[src/rtl/mult_share_pkg.sv]
// Shared constants and types for the shared-multiplier arbiter.
package mult_share_pkg;

  localparam int MS_WIDTH = 8;
  localparam int MS_NREQ  = 4;
  localparam int MS_IDW   = 2;

  // Response register occupancy.
  typedef enum logic {
    MS_EMPTY = 1'b0,
    MS_FULL  = 1'b1
  } ms_state_t;

  // A tagged response: owning requester and its product.
  typedef struct packed {
    logic [MS_IDW-1:0]     id;
    logic [2*MS_WIDTH-1:0] p;
  } ms_rsp_t;

endpackage

[src/rtl/mult_core.sv]
// Purely combinational unsigned WIDTH x WIDTH -> 2*WIDTH multiplier built
// from shifted partial products summed in a single adder chain.
module mult_core #(
  parameter int WIDTH = 8
) (
  input  logic [WIDTH-1:0]   a,
  input  logic [WIDTH-1:0]   b,
  output logic [2*WIDTH-1:0] p
);

  logic [2*WIDTH-1:0] pp [WIDTH];

  // One partial product per multiplier bit: a shifted into place when b[gi] is set.
  for (genvar gi = 0; gi < WIDTH; gi++) begin : g_pp
    assign pp[gi] = b[gi] ? ({{WIDTH{1'b0}}, a} << gi) : '0;
  end

  // Sum all partial products; 2*WIDTH bits holds the full result without overflow.
  always_comb begin
    p = '0;
    for (int i = 0; i < WIDTH; i++) begin
      p = p + pp[i];
    end
  end

endmodule

[src/rtl/mult_share_arbiter.sv]
// Round-robin arbiter sharing one multiplier among NREQ requesters, with a
// single registered, tagged response port.
// Optional macro MULT_SHARE_PIPE_EN adds an operand stage ahead of the
// multiplier (latency 2, throughput unchanged).
module mult_share_arbiter
  import mult_share_pkg::*;
#(
  parameter int WIDTH = MS_WIDTH,
  parameter int NREQ  = MS_NREQ,
  parameter int IDW   = MS_IDW
) (
  input  logic                  clk,
  input  logic                  rst_n,
  input  logic [NREQ-1:0]       req_valid,
  output logic [NREQ-1:0]       req_ready,
  input  logic [NREQ*WIDTH-1:0] req_a,
  input  logic [NREQ*WIDTH-1:0] req_b,
  output logic                  rsp_valid,
  input  logic                  rsp_ready,
  output logic [IDW-1:0]        rsp_id,
  output logic [2*WIDTH-1:0]    rsp_p,
  output logic                  busy
);

  localparam logic [IDW:0]   NREQ_V = (IDW+1)'(NREQ);
  localparam logic [IDW-1:0] LAST_ID = IDW'(NREQ - 1);

  // Rotate the valid vector so the pointer sits at bit 0, take the lowest set
  // bit, then rotate the offset back into an absolute requester index.
  // Returns {found, index}.
  function automatic logic [IDW:0] rr_pick(input logic [NREQ-1:0] vld,
                                           input logic [IDW-1:0]  ptr);
    logic [NREQ-1:0] rot;
    logic [IDW-1:0]  off;
    logic            found;
    logic [IDW:0]    sum;
    rot   = NREQ'({vld, vld} >> ptr);
    found = 1'b0;
    off   = '0;
    for (int k = NREQ - 1; k >= 0; k--) begin
      if (rot[k]) begin
        found = 1'b1;
        off   = IDW'(k);
      end
    end
    sum = {1'b0, ptr} + {1'b0, off};
    if (sum >= NREQ_V) sum = sum - NREQ_V;
    return {found, sum[IDW-1:0]};
  endfunction

  ms_state_t          state_q, state_d;
  logic [IDW-1:0]     ptr_q, ptr_d;
  logic [IDW-1:0]     rsp_id_q, rsp_id_d;
  logic [2*WIDTH-1:0] rsp_p_q, rsp_p_d;

  logic               pick_found;
  logic [IDW-1:0]     pick_id;
  logic               can_accept;
  logic               grant;
  logic [WIDTH-1:0]   sel_a, sel_b;

  logic [WIDTH-1:0]   mul_a, mul_b;
  logic [IDW-1:0]     mul_id;
  logic               load_rsp;
  logic               busy_extra;
  logic [2*WIDTH-1:0] prod;

  // Pick a winner, qualify it with can_accept (and with reset released so no
  // requester sees ready while rst_n is low), and advance the pointer past it.
  always_comb begin
    {pick_found, pick_id} = rr_pick(req_valid, ptr_q);
    grant     = pick_found & can_accept & rst_n;
    req_ready = '0;
    ptr_d     = ptr_q;
    if (grant) begin
      req_ready[pick_id] = 1'b1;
      ptr_d = (pick_id == LAST_ID) ? '0 : pick_id + IDW'(1);
    end
  end

  assign sel_a = req_a[pick_id*WIDTH +: WIDTH];
  assign sel_b = req_b[pick_id*WIDTH +: WIDTH];

`ifdef MULT_SHARE_PIPE_EN
  logic               stg_valid_q, stg_valid_d;
  logic [WIDTH-1:0]   stg_a_q, stg_a_d;
  logic [WIDTH-1:0]   stg_b_q, stg_b_d;
  logic [IDW-1:0]     stg_id_q, stg_id_d;
  logic               stage_adv;

  // The stage moves forward whenever the response register can take it.
  assign stage_adv  = (state_q == MS_EMPTY) | rsp_ready;
  assign can_accept = ~stg_valid_q | stage_adv;
  assign mul_a      = stg_a_q;
  assign mul_b      = stg_b_q;
  assign mul_id     = stg_id_q;
  assign load_rsp   = stg_valid_q & stage_adv;
  assign busy_extra = stg_valid_q;

  // Operand stage: refill from the granted requester, or hold when stalled.
  always_comb begin
    stg_valid_d = stg_valid_q;
    stg_a_d     = stg_a_q;
    stg_b_d     = stg_b_q;
    stg_id_d    = stg_id_q;
    if (can_accept) begin
      stg_valid_d = grant;
      if (grant) begin
        stg_a_d  = sel_a;
        stg_b_d  = sel_b;
        stg_id_d = pick_id;
      end
    end
  end

  // Operand stage register.
  always_ff @(posedge clk or negedge rst_n) begin
    if (!rst_n) begin
      stg_valid_q <= 1'b0;
      stg_a_q     <= '0;
      stg_b_q     <= '0;
      stg_id_q    <= '0;
    end else begin
      stg_valid_q <= stg_valid_d;
      stg_a_q     <= stg_a_d;
      stg_b_q     <= stg_b_d;
      stg_id_q    <= stg_id_d;
    end
  end
`else
  // Operands go straight from the winning requester into the multiplier.
  assign can_accept = (state_q == MS_EMPTY) | rsp_ready;
  assign mul_a      = sel_a;
  assign mul_b      = sel_b;
  assign mul_id     = pick_id;
  assign load_rsp   = grant;
  assign busy_extra = 1'b0;
`endif

  mult_core #(.WIDTH(WIDTH)) u_mult_core (
    .a (mul_a),
    .b (mul_b),
    .p (prod)
  );

  // Response FSM: load a new product, drain to EMPTY, or hold stable.
  always_comb begin
    state_d  = state_q;
    rsp_id_d = rsp_id_q;
    rsp_p_d  = rsp_p_q;
    if (load_rsp) begin
      state_d  = MS_FULL;
      rsp_id_d = mul_id;
      rsp_p_d  = prod;
    end else if ((state_q == MS_FULL) && rsp_ready) begin
      state_d  = MS_EMPTY;
    end
  end

  // State, pointer and response registers; reset drops any held result.
  always_ff @(posedge clk or negedge rst_n) begin
    if (!rst_n) begin
      state_q  <= MS_EMPTY;
      ptr_q    <= '0;
      rsp_id_q <= '0;
      rsp_p_q  <= '0;
    end else begin
      state_q  <= state_d;
      ptr_q    <= ptr_d;
      rsp_id_q <= rsp_id_d;
      rsp_p_q  <= rsp_p_d;
    end
  end

  assign rsp_valid = (state_q == MS_FULL);
  assign rsp_id    = rsp_id_q;
  assign rsp_p     = rsp_p_q;
  assign busy      = (|req_valid) | rsp_valid | busy_extra;

endmodule
[config.mk]
export PLATFORM = sky130hd
export DESIGN_NAME = mult_share_arbiter
export DESIGN_NICKNAME = d
export VERILOG_FILES = /design/src/rtl/mult_share_pkg.sv /design/src/rtl/mult_core.sv /design/src/rtl/mult_share_arbiter.sv
export SDC_FILE = /design/constraint.sdc
export NUM_CORES = 1
export LEC_CHECK = 0
export ABC_AREA = 1
export BUFFER_PORTS_ARGS = -buffer_cell sky130_fd_sc_hd__buf_2
export CAP_MARGIN = 20
export CORE_ASPECT_RATIO = 1.75
export CORE_MARGIN = 4
export CORE_UTILIZATION = 51
export DETAILED_ROUTE_END_ITERATION = 12
export GPL_TIMING_DRIVEN = 1
export MAX_ROUTING_LAYER = met4
export PLACE_DENSITY_LB_ADDON = 0.15
export RECOVER_POWER = 50
export REMOVE_ABC_BUFFERS = 1
export SYNTH_ARGS = -nofsm -noshare
export SYNTH_HDL_FRONTEND = slang
export SYNTH_SLANG_ARGS = --single-unit
[constraint.sdc]
create_clock -name clk -period 6.15 [get_ports clk]
set_input_delay 0 -clock clk [delete_from_list [all_inputs] [get_ports clk]]
set_output_delay 0 -clock clk [all_outputs]
set_load 0.01 [all_outputs]
==> flow_metrics.env <==
export IMPL_use_met2=0.411
export IMPL_fin_skew_ns=0.00175
export IMPL_synth_seq_cells=21
export IMPL_finalHoldViolations=0
export IMPL_cts_buffer_depth=2
export IMPL_synth_top_area_share=0.213
export IMPL_grt_pass1_vias=3277
export IMPL_wirelength_mm=8.56
export IMPL_fin_crit_ns=5.76
export IMPL_rsz0062_at_grt="no"
export IMPL_grt_max_degree=35
export IMPL_drive_above_1_share=0.242
export IMPL_setup_slack_ns=0.386
export IMPL_setup_viol=0
export IMPL_synth_cells=463
export IMPL_timing_rr_end="rsp_p[14]"
export IMPL_cts_root_buffer="clkbuf_16"
export IMPL_h_tree_depth=1
export IMPL_cp_slowest_stage_delay_ns=0.56
export IMPL_grt_pass1_wl_mm=14.4
export IMPL_rr_worst_depth=28
export IMPL_hpwl_mm=7.08
export IMPL_clk_pin_slew_ns=0.06
export IMPL_grtUsageTotal=0.213
export IMPL_timing_rr_start="ptr_q[0]"
export IMPL_grt_busiest_layer="met2"
export IMPL_clock_latency_ns=0.26
export IMPL_seq_area_frac_synth=0.147
export IMPL_dpl_cell_count=634
export IMPL_post_route_drc_count=0
export IMPL_portBuffers=94
export IMPL_n_antenna_cell=0
export IMPL_num_vias=3306
export IMPL_syn2layout_area_growth_pct=21.3
export IMPL_hold_end="rsp_valid"
export IMPL_rows=40
export IMPL_hold_depth=4
export IMPL_grt_met3_usage=0.00851
export IMPL_final_core_util=0.632
export IMPL_antenna_found_initial=0
export IMPL_max_freq_mhz=173
export IMPL_r2r_slack_ns=0.39
export IMPL_yosysWarnings=0
export IMPL_core_region_area_um2=6860
export IMPL_n_fill_cell=642
export IMPL_final_cells=643
export IMPL_whs_ns=0.00112
export IMPL_synth_top_cell_by_area="fa_1"
export IMPL_ios=95
export IMPL_die_area_um2=8460
export IMPL_layout_nets=705
export IMPL_routedWlPerCell_um=13.3
export IMPL_routabilityCongestion=0.919
export IMPL_drtIter0Drc=126
export IMPL_tightest_slew_ns=1.22
export IMPL_place_worst_setup_slack_ns=0.130
export IMPL_cts_buffers=3
export IMPL_cp_max_fo=12
export IMPL_die_h_um=119
export IMPL_required_ns=6.30
export IMPL_min_delay_start="rsp_ready"
export IMPL_crit_path_start_kind="flop"
export IMPL_clock_sinks=21
export IMPL_routed_via_density=5.14
export IMPL_cp_arrival_ns=5.91
export IMPL_worstHoldPathType="input pin to flop"
export IMPL_drt_first_pass_iters=4
export IMPL_grt_overflow_total=0
export IMPL_syn_cell_area_um2=3570
export IMPL_maxCapViolCount=0
export IMPL_outcome="completed"
export IMPL_synth_area_leaders="fa_1 (21%), dfrtp_1 (15%), ha_1 (13%)"
export IMPL_synth_cell_types=31
export IMPL_ant_nets=0
export IMPL_crit_type="flop to flop"
export IMPL_period_share=0.937
export IMPL_slew_viol_final=0
export IMPL_start_util=0.521
export IMPL_synth_avg_cell_area_um2=7.72
export IMPL_die_w_um=71.3
export IMPL_cts_tree="built"
export IMPL_maxSlewHeadroom=0.190
export IMPL_critPathSlowestCell="fa_1"
export IMPL_cp_end_kind="flop"
export IMPL_crit_path_frequent_cell="nand2_1"
export IMPL_use_met1=0.226
==> per-stage QoR <==
stage / cell area, um^2 / setup TNS, ns
6_report: 4340 / 0
5_1_grt: 4340 / 0
4_1_cts: 4220 / 0
3_5_place_dp: 4130 / 0
3_3_place_gp: 4130 / 0
2_1_floorplan: 3500 / -1.09
==> cell usage after synthesis (all sizes together) <==
cell type    n
a21boi       1
a21o         2
a21oi        9
a31oi        1
buf          6
clkbuf       5
clkinv       1
dfrtp       21
fa          38
ha          36
inv         80
mux2i       27
nand2      120
nand3       23
nand4        1
nor2        54
o21a         1
o21ai       27
o21bai       2
or2          1
xnor2        4
xor2         3
==> metal layers <==
layer | vias to the layer above | routed length, um
li1 | 1632 | -
met1 | 1567 | 3170
met2 | 94 | 4890
met3 | 13 | 347
met4 | 0 | 153
met5 | - | 0
==> kinds of logic after synthesis <==
kind of cell,synth area share
xor+xnor,0.0172
simple gates,0.225
flops,0.147
compound gates,0.0900
buf+inv,0.106
mux,0.0756
fa+ha+maj,0.339
==> layout by cell type, fill, tap and decap left out, drive strengths merged <==
cell type / n
nand3: 23
clkinvlp: 1
nand2: 121
xnor2: 4
nor2: 54
a31oi: 1
fa: 38
dlygate4sd3: 1
or2: 1
xor2: 3
o21a: 1
clkbuf: 18
o21ai: 27
a21oi: 9
inv: 80
a21boi: 1
ha: 36
a21o: 2
buf: 87
mux2i: 27
dfrtp: 21
o21bai: 2
nand4: 1
==> worst max-delay path, delay by kind of cell (launching register included) <==
family,cells,cell delay (ns)
compound gates,4,0.68
flops,1,0.41
buf+inv,4,0.48
simple gates,13,1.40
xor+xnor,1,0.14
fa+ha+maj,6,2.56
==> sequential cells by signal, indices dropped and copies added (netlist names) <==
name       cells
rsp_id         2
ptr_q          2
rsp_valid      1
rsp_p         16
==> area by class of cell <==
class / count / area, um^2 / share of cell area
multi-input combinational: 351 / 2760 / 0.636
timing repair buffer: 102 / 559 / 0.129
inverter: 81 / 308 / 0.0710
sequential: 21 / 527 / 0.122
tap: 84 / 105 / 0.0242
clock buffer: 4 / 78.8 / 0.0182
==> worst max path at each step <==
stage,startpoint,end
2_1_floorplan,ptr_q[0],rsp_p[14]
3_3_place_gp,ptr_q[0],rsp_p[14]
3_5_place_dp,ptr_q[0],rsp_p[14]
4_1_cts,ptr_q[0],rsp_p[14]
5_1_grt,ptr_q[0],rsp_p[11]
6_report,ptr_q[0],rsp_p[14]
==> what timing repair did <==
| action | CTS | global route |
|---|---|---|
| endpoints found under the setup margin | 0 | 8 |
| resized for setup | 0 | 18 |
| hold buffers | 1 | 0 |
| buffers inserted | 0 | 2 |
| endpoints found under the hold margin | 21 | 0 |
Power is not shown: default switching activity piles up to over one toggle a cycle in this logic, so the estimate is an artifact.
